$ cat src/rtl/afg_seq_pkg.sv
// Shared types and defaults for the AFG waveform playback sequencer.
package afg_seq_pkg;

  localparam int ADDR_W_DEF  = 14;
  localparam int BURST_W_DEF = 16;
  localparam int DIV_W_DEF   = 16;
  localparam int BURST_CONT  = 0;

  typedef enum logic [2:0] {
    ST_IDLE     = 3'd0,
    ST_ARM      = 3'd1,
    ST_RUN      = 3'd2,
    ST_DONE     = 3'd3,
    ST_WAIT_LOW = 3'd4
  } seq_state_e;

endpackage

$ cat src/rtl/rate_tick_gen.sv
// Loadable down-counter: while enabled, emits one tick every div_i+1 clocks
// and reloads itself from div_i on each tick.
module rate_tick_gen #(
  parameter int DIV_W = 16
) (
  input  logic             clk_i,
  input  logic             rst_n_i,
  input  logic             load_i,
  input  logic             en_i,
  input  logic [DIV_W-1:0] div_i,
  output logic             tick_o
);

  logic [DIV_W-1:0] cnt_q, cnt_d;

  always_comb begin
    cnt_d = cnt_q;
    if (load_i) begin
      cnt_d = div_i;
    end else if (en_i) begin
      cnt_d = (cnt_q == '0) ? div_i : cnt_q - 1'b1;
    end
  end

  always_ff @(posedge clk_i) begin
    if (!rst_n_i) begin
      cnt_q <= '0;
    end else begin
      cnt_q <= cnt_d;
    end
  end

  assign tick_o = en_i && !load_i && (cnt_q == '0);

endmodule

$ cat src/rtl/waveform_playback_sequencer.sv
// Steps the waveform RAM read address Start..Stop at a divided rate for a
// programmed number of passes while the trigger level is held high.
module waveform_playback_sequencer
  import afg_seq_pkg::*;
#(
  parameter int ADDR_W  = ADDR_W_DEF,
  parameter int BURST_W = BURST_W_DEF,
  parameter int DIV_W   = DIV_W_DEF
) (
  input  logic               Clock,
  input  logic               Reset_n,
  input  logic               Trig_Ctrl_Sin,
  input  logic [ADDR_W-1:0]  Start_Addr_Vin,
  input  logic [ADDR_W-1:0]  Stop_Addr_Vin,
  input  logic [BURST_W-1:0] Burst_Vin,
  input  logic [DIV_W-1:0]   Rate_Div_Vin,
  output logic [ADDR_W-1:0]  Mem_Addr_out,
  output logic               Mem_Rd_EN,
  output logic               Ending_Sout,
  output logic               Busy_out,
  output logic [BURST_W-1:0] Burst_Done_out,
  output logic [2:0]         State_Dbg_out
);

  seq_state_e         state_q, state_d;
  logic               trig_q, trig_prev_q;
  logic [ADDR_W-1:0]  addr_q, addr_d;
  logic               rd_en_q, rd_en_d;
  logic [BURST_W-1:0] done_q, done_d;
  logic [ADDR_W-1:0]  start_q, start_d, stop_q, stop_d;
  logic [BURST_W-1:0] burst_q, burst_d;
  logic [DIV_W-1:0]   div_q, div_d;
  logic               start_cond;
  logic               div_load, div_en, tick;
  logic [DIV_W-1:0]   div_src;

  // Rising edge of the registered trigger level.
  assign start_cond = trig_q && !trig_prev_q;

  assign div_load = (state_q == ST_ARM) && trig_q;
  assign div_en   = (state_q == ST_RUN);
  assign div_src  = (state_q == ST_ARM) ? Rate_Div_Vin : div_q;

  rate_tick_gen #(.DIV_W(DIV_W)) u_rate (
    .clk_i   (Clock),
    .rst_n_i (Reset_n),
    .load_i  (div_load),
    .en_i    (div_en),
    .div_i   (div_src),
    .tick_o  (tick)
  );

  always_comb begin
    state_d = state_q;
    addr_d  = addr_q;
    rd_en_d = 1'b0;
    done_d  = done_q;
    start_d = start_q;
    stop_d  = stop_q;
    burst_d = burst_q;
    div_d   = div_q;
    case (state_q)
      ST_IDLE: begin
        if (start_cond) begin
          state_d = ST_ARM;
          done_d  = '0;
        end
      end
      ST_ARM: begin
        if (!trig_q) begin
          state_d = ST_IDLE;
        end else begin
          // A reversed range collapses to a single-sample waveform at Start.
          start_d = Start_Addr_Vin;
          stop_d  = (Stop_Addr_Vin < Start_Addr_Vin) ? Start_Addr_Vin : Stop_Addr_Vin;
          burst_d = Burst_Vin;
          div_d   = Rate_Div_Vin;
          addr_d  = Start_Addr_Vin;
          rd_en_d = 1'b1;
          state_d = ST_RUN;
        end
      end
      ST_RUN: begin
        if (!trig_q) begin
          state_d = ST_IDLE;
        end else if (tick) begin
          if (addr_q < stop_q) begin
            addr_d  = addr_q + 1'b1;
            rd_en_d = 1'b1;
          end else if (burst_q == BURST_W'(BURST_CONT)) begin
            if (done_q != '1) done_d = done_q + 1'b1;
            addr_d  = start_q;
            rd_en_d = 1'b1;
          end else begin
            done_d = done_q + 1'b1;
            if ((done_q + 1'b1) == burst_q) begin
              state_d = ST_DONE;
            end else begin
              addr_d  = start_q;
              rd_en_d = 1'b1;
            end
          end
        end
      end
      ST_DONE: begin
        state_d = ST_WAIT_LOW;
      end
      ST_WAIT_LOW: begin
        if (!trig_q) state_d = ST_IDLE;
      end
      default: begin
        state_d = ST_IDLE;
      end
    endcase
  end

  always_ff @(posedge Clock) begin
    if (!Reset_n) begin
      state_q     <= ST_IDLE;
      trig_q      <= 1'b0;
      trig_prev_q <= 1'b0;
      addr_q      <= '0;
      rd_en_q     <= 1'b0;
      done_q      <= '0;
      start_q     <= '0;
      stop_q      <= '0;
      burst_q     <= '0;
      div_q       <= '0;
    end else begin
      state_q     <= state_d;
      trig_q      <= Trig_Ctrl_Sin;
      trig_prev_q <= trig_q;
      addr_q      <= addr_d;
      rd_en_q     <= rd_en_d;
      done_q      <= done_d;
      start_q     <= start_d;
      stop_q      <= stop_d;
      burst_q     <= burst_d;
      div_q       <= div_d;
    end
  end

  assign Mem_Addr_out   = addr_q;
  assign Mem_Rd_EN      = rd_en_q;
  assign Ending_Sout    = (state_q == ST_DONE);
  assign Busy_out       = (state_q == ST_ARM) || (state_q == ST_RUN);
  assign Burst_Done_out = done_q;
  assign State_Dbg_out  = state_q;

endmodule

$ cat config.mk
export PLATFORM = sky130hd
export DESIGN_NAME = waveform_playback_sequencer
export DESIGN_NICKNAME = d
export VERILOG_FILES = /design/src/rtl/afg_seq_pkg.sv /design/src/rtl/rate_tick_gen.sv /design/src/rtl/waveform_playback_sequencer.sv
export SDC_FILE = /design/constraint.sdc
export NUM_CORES = 1
export LEC_CHECK = 0
export BUFFER_PORTS_ARGS = -buffer_cell sky130_fd_sc_hd__buf_2
export CORE_ASPECT_RATIO = 0.6
export CORE_MARGIN = 1.5
export CORE_UTILIZATION = 58
export DETAILED_ROUTE_END_ITERATION = 8
export PLACE_DENSITY = 0.89
export SLEW_MARGIN = 15
export SYNTH_ARGS = -nofsm -noshare
export SYNTH_HDL_FRONTEND = slang
export SYNTH_SLANG_ARGS = --single-unit
$ cat constraint.sdc
create_clock -name Clock -period 3.63 [get_ports Clock]
set_input_delay 0.363 -clock Clock [delete_from_list [all_inputs] [get_ports Clock]]
set_output_delay 0.363 -clock Clock [all_outputs]
set_load 0.03 [all_outputs]
==> impl_results.md, run 1 <==
- Wire length of the first global-routing pass: 30,800 µm
- Top cells by area in the synthesized netlist: dfxtp_1 33%, nand2_1 8.0%, a21oi_1 7.1%, ha_1 5.6%, xnor2_1 3.6%
- Antenna violations before repair: 0
- Number of DRC violations after detailed-routing iteration 0: 706
- Syn Area/Cell: 7.66 µm²
- RR Endpoint: Mem_Addr_out[5]
- CTS buffer count: 9
- Height of the die: 86.4 µm
- WP data required: 3830 ps
- Commonest cells in the synthesized netlist: 143 x nand2_1, 112 x dfxtp_1, 95 x a21oi_1
- Crit path max-delay family: simple AND/OR/NAND/NOR gates
- Routed Antenna Nets: 0
- Instance count along the most critical hold path: 3
- Area added between synthesis and finish: 12.5%
- Critical Path Source Type: register
- Biggest cell delay along the critical path: 530 ps
- Average wire per cell in the routed design: 16.8 µm
- Fin crit share: 87.9%
- I/O pin cnt: 99
- Leakage: 2.92 nW
- Number of global-route vias before repair: 6,198
- Global-route usage over all layers: 31.4%
- Top fanout value on the critical path: 11
- Layout cells sized above 1: 16.0%
- Number of buffers on the longest clock path: 2
- Synthesis-stage register bit count: 112
- TritonCTS sink count: 112
- Clk Tree Root Cell: clkbuf_16
- DIE AREA: 12,300 µm²
- Vias per cell: 6.16
- Ordered list of cells on the worst path: ha_1 > nand3_2 > nor4_4 > xnor2_1 > nor4_1 > and4_4 > nand3_1 > a21oi_1 > a311oi_2
- GRT overflow: 0
- Share of flip-flops with an asynchronous set or reset: 0%
- Worst setup path startpoint: Burst_Done_out[0]
- Buf/Inv on CP: 0
- Post-CTS setup buffer count: 0
- Path type of the worst setup path: register to register
- Accumulated negative setup slack: 0 ps
- Worst slew pin tran: 1020 ps
- Clock input transition at the sequential cells of the worst setup and hold paths: 80 ps
- Post-cts hold buffer count: 0
- Total stage count of the critical path: 9
- HPWL Detailed: 13,300 µm
- Quantity of I/O buffers inserted on ports: 98
- Dominant register cell in the synthesized netlist: dfxtp_1
- Setup crit end kind: register
- FILL cells: 947
- Clock period minus worst slack: 3190 ps
- Number of pins exceeding their max-slew limit in the final report: 0
- Via count: 6,789
- Library cell with the highest instance count after synthesis: nand2_1
- Final setup violation count: 0
- Cell type with the highest aggregate area in the netlist: dfxtp_1
- Clock network latency to the later pin of the worst-skew pair: 360 ps
- Maximum ir drop on the vdd rail: 240 µV
- Initial core utilization: 59.5%
- FMAX: 0.313 GHz
- Worst slew margin relative to its limit: 31.9%
- Clock H-tree levels: 3
- Antenna Cells: 0
- Core Area: 11,300 µm²
- Total number of yosys warnings: 0
- HP Class: input pin to register
- Number of instances in the synthesized netlist: 878
- Final hold viol count: 0
- Number of cells on the worst reg-to-reg path: 9
- Arrival time of the worst setup path: 3400 ps
- Max Clock Skew: 9.61 ps
- Portion of synthesized cell area occupied by the leading cell type: 33.4%
- Drt pass-1 iters: 5
- Number of enable flip-flop cells after synthesis: 0
- Horizontal extent of the die: 142 µm
- Post-cts resize count: 0
- DRC: 0
- Unrepaired setup endpoints after global routing: no
- Status: completed
- Max stage delay cell, worst path: dfxtp_1
- Areal power density over the cells: 357 nW/µm²
- Max-cap violations: 0
- Wire length after detailed routing: 18,500 µm
- Critical path destination: Mem_Addr_out[5]
- Distinct cell type count after synthesis: 74
- Sequential area share after synthesis: 33.4%
- Area of the mapped netlist: 6720 µm²
- Routability-driven placement congestion ratio: 0.925
- Clock tree from TritonCTS: yes
- R2r setup slk: 440 ps
- Final design utilization: 66.9%
- Launch instance of the worst register-to-register path: Burst_Done_out[0]
- Number of nets in the synthesized netlist: 971
- Standard-cell rows: 30
- Largest net degree at the start of global routing: 57
- Net total in the final layout: 1,031
routing by layer:
metal	share of wire [%]	vias up	global-route usage [%]	wire length, µm
met3	9.3	32	6.80	1720
met5	0	-	0	0
met2	42	332	46.9	7760
met4	1.6	0	8.81	289
met1	47	3170	45.7	8750
li1	-	3255	-	-
worst min-delay path by stage:
| stage | end | startpoint |
|---|---|---|
| 5_1_grt | burst_q[2] | Burst_Vin[2] |
| 2_1_floorplan | div_q[10] | div_q[10] |
| 4_1_cts | burst_q[13] | Burst_Vin[13] |
| 3_3_place_gp | div_q[9] | div_q[9] |
| 6_report | burst_q[7] | Burst_Vin[7] |
| 3_5_place_dp | div_q[3] | div_q[3] |
metrics by stage:
step / area, µm² / power, mW / instances / setup WS, ps / hold slack (ps)
final: 7560 / 2.70 / 1102 / 438 / 244
after global routing: 7560 / 2.80 / 1102 / 229 / 242
after CTS: 7560 / 2.69 / 1102 / 524 / 243
after detailed placement: 7250 / 1.68 / 1087 / 530 / 448
after global placement: 7250 / 1.67 / 1087 / 604 / 441
after floorplan: 6720 / 1.54 / 878 / 814 / 433
power breakdown:
part,internal (mW),switching (mW),leakage [nW],total (mW)
logic,0.148,0.250,1.87,0.398
registers,1.24,0.0179,0.904,1.26
clock network,0.559,0.480,0.147,1.04
total,1.95,0.749,2.92,2.70
sequential cells by signal, indices dropped and copies added, names as in the netlist:
name / cells
Burst_Done_out: 16
Mem_Addr_out: 14
Mem_Rd_EN: 1
State_Dbg_out: 3
burst_q: 16
div_q: 16
start_q: 14
stop_q: 14
trig_prev_q: 1
trig_q: 1
u_rate.cnt_q: 16
cell usage in the layout (no fill, tap or decap), types with 3 or more instances in the layout:
cell,instances
buf_4,11
nor2_1,62
buf_2,98
o21ai_0,47
xor2_1,11
and2_1,3
a21o_1,11
inv_1,35
xnor2_1,28
a2111oi_0,7
nand4_1,16
o211ai_1,16
mux2i_1,20
ha_1,30
dfxtp_1,112
nand3_1,22
nand2_1,143
nor4_1,13
or3b_2,4
nor2b_1,4
o21ai_1,4
a21oi_1,95
and4_1,5
and3_1,5
clkbuf_16,9
or3_1,11
a31oi_1,26
nand3_2,3
nor3_1,19
a211oi_1,9
nor3_2,3
nand2b_1,6
cell type report:
class	instances	area, µm²	area share, %
flip-flops and latches	112	2240	29.7
clock inverters	5	66.3	0.877
well taps	160	200	2.65
repair buffers	109	573	7.58
clock buffers	10	239	3.16
multi-input cells	670	4100	54.3
inverters	36	135	1.79
tightest hold or removal path, cell delays in order:
cell	delay, ps
buf_2	90
nand2_1	50
a21oi_1	50
kinds of logic (layout without fill, tap and decap cells):
logic type               count (synthesis)  count (layout)  share of synthesized area (%)
AND/OR/NAND/NOR                        343             343                           26.0
flip-flops                             112             112                           33.4
AO/OA/AOI/OAI                          237             237                           21.2
buffers and inverters                   96             160                           5.70
adder cells (fa/ha/maj)                 31              31                           5.73
XOR/XNOR                                39              39                           5.08
multiplexers                            20              20                           2.98
Power figures use the tool's default switching activity.
==> run 2, diff against run 1 <==
--- a/config.mk
+++ b/config.mk
@@ -5,12 +5,12 @@
 export SDC_FILE = /design/constraint.sdc
 export NUM_CORES = 1
 export LEC_CHECK = 0
-export BUFFER_PORTS_ARGS = -buffer_cell sky130_fd_sc_hd__buf_2
 export CORE_ASPECT_RATIO = 0.6
 export CORE_MARGIN = 1.5
-export CORE_UTILIZATION = 58
+export CORE_UTILIZATION = 64
 export DETAILED_ROUTE_END_ITERATION = 8
-export PLACE_DENSITY = 0.89
+export DONT_BUFFER_PORTS = 1
+export PLACE_DENSITY = 0.88
 export SLEW_MARGIN = 15
 export SYNTH_ARGS = -nofsm -noshare
 export SYNTH_HDL_FRONTEND = slang
==> impl_results.md, run 2 (synthesized netlist as in run 1, its figures left out) <==
- Status: completed
- Maximum ir drop on the vdd rail: 278 µV
- Post-CTS setup buffer count: 0
- Top fanout value on the critical path: 21
- Max stage delay cell, worst path: dfxtp_1
- Clock input transition at the sequential cells of the worst setup and hold paths: 80 ps
- Buf/Inv on CP: 0
- Wire length of the first global-routing pass: 30,300 µm
- Clock tree from TritonCTS: yes
- Arrival time of the worst setup path: 3450 ps
- P_sw: 0.737 mW
- Fraction of power consumed by the clock network: 38.1%
- Setup slack of the critical path after layout: 392 ps
- Routability-driven placement congestion ratio: 0.921
- DIE AREA: 11,100 µm²
- Quantity of I/O buffers inserted on ports: 0
- Number of global-route vias before repair: 6,038
- Internal power contribution: 1.85 mW
- Largest net degree at the start of global routing: 49
- Antenna Cells: 0
- Hold Worst Slack: 122 ps
- Clock period minus worst slack: 3240 ps
- Commonest cells after routing, fill and taps aside: 143 x nand2_1, 112 x dfxtp_1, 95 x a21oi_1
- Post-cts hold buffer count: 0
- Height of the die: 82.4 µm
- Antenna violations before repair: 0
- Drt pass-1 iters: 5
- Worst slew pin tran: 1050 ps
- Non-filler cells, final: 996
- Unrepaired setup endpoints after global routing: no
- Number of pins exceeding their max-slew limit in the final report: 0
- Clk Tree Root Cell: clkbuf_16
- Part of the total power dissipated in combinational logic: 13.2%
- Max Clock Skew: 9.75 ps
- Placement-stage worst setup slack: 529 ps
- Net total in the final layout: 949
- Crit path max-delay family: compound AO/OA/AOI/OAI gates
- Seq pwr share: 48.8%
- Setup crit end kind: register
- Placement Cell Area: 6850 µm²
- Routed Antenna Nets: 0
- Fin crit share: 89.2%
- Vias per cell: 6.65
- Number of DRC violations after detailed-routing iteration 0: 750
- Most frequent cell on the critical path: a21o_1
- FMAX: 0.309 GHz
- Post-cts resize count: 0
- Clock H-tree levels: 3
- HPWL Detailed: 13,900 µm
- Ordered list of cells on the worst path: ha_1 > a21o_1 > a21o_1 > a21oi_1 > o221a_2 > a21oi_2 > and3_4 > a2111oi_0 > nor3_1
- CTS buffer count: 9
- Average wire per cell in the routed design: 19.6 µm
- Worst slew margin relative to its limit: 30.0%
- Leading cell type in the layout, fill and taps excluded: nand2_1
- Global-route usage over all layers: 34.8%
- HP Class: input pin to register
- DRC: 0
- Biggest cell delay along the critical path: 600 ps
- Path type of the worst setup path: register to register
- I/O pin cnt: 99
- Layout cells sized above 1: 8.01%
- Core Area: 10,000 µm²
- Wire length after detailed routing: 19,500 µm
- Number of buffers on the longest clock path: 2
- TritonCTS sink count: 112
- Areal power density over the cells: 363 nW/µm²
- Area added between synthesis and finish: 6.16%
- Initial core utilization: 67.1%
- Final setup violation count: 0
- Standard-cell rows: 28
- # placed instances: 980
- Via count: 6,619
- Max-cap violations: 0
- Final hold viol count: 0
- Critical Path Source Type: register
- Switching part of the total power: 28.4%
- Clock network latency to the later pin of the worst-skew pair: 360 ps
- Leakage: 2.55 nW
- WP data required: 3840 ps
- Horizontal extent of the die: 135 µm
- GRT overflow: 0
- Final instance area: 7140 µm²
- Accumulated negative setup slack: 0 ps
-- run 2: cell types whose count changed in the layout (fill, tap and decap cells not counted) --
cell and delta:
buf_2 -98, buf_4 +16, clkinvlp_4 +3, clkinv_4 -2
bufinv_16 -1, clkbuf_1 +1
-- run 2: power by group through the flow --
stage                     combinational, mW  clock, mW  sequential (mW)
final                                 0.341      0.986             1.26
after global routing                  0.370       1.03             1.26
after CTS                             0.331      0.974             1.26
after detailed placement              0.328          0             1.29
after global placement                0.313          0             1.29
after floorplan                       0.252          0             1.29
-- run 2: per-layer routing --
metal	global-route usage, %	part of all wire (%)
met5	0	0
met4	11.1	2.0
met3	10.5	11
met2	53.3	43
met1	47.3	44
-- run 2: path summary, 6_finish.rpt --
check | startpoint | end | slack (ps) | cells past startpoint
max reg2reg | Mem_Addr_out[7] | Mem_Addr_out[11] | 390 | 9
min reg2reg | div_q[12] | div_q[12] | 460 | 2
min | Trig_Ctrl_Sin | trig_q | 120 | 1
max | Mem_Addr_out[7] | Mem_Addr_out[11] | 390 | 9
-- run 2: metrics by stage --
stage,total power [mW],utilization [%]
detailed placement,1.62,68.4
floorplan,1.54,-
global placement,1.60,68.4
finish,2.59,71.2
global route,2.66,71.2
CTS,2.57,71.2
-- run 2: layout make-up --
cell class / instances / area [µm²]
sequential: 112 / 2240
multi-input combinational: 670 / 4100
clock buffer: 11 / 243
clock inverter: 5 / 41.3
fill: 824 / 2880
timing repair buffer: 27 / 203
tap: 135 / 169
inverter: 36 / 135
-- run 2: worst reg2reg max path: cells and delay by family, from the launching register on --
kind / cells / cell delay, ps
adders and majority gates: 1 / 330
DFF: 1 / 600
AOI/OAI and AO/OA: 6 / 1830
and+or+nand+nor: 2 / 330
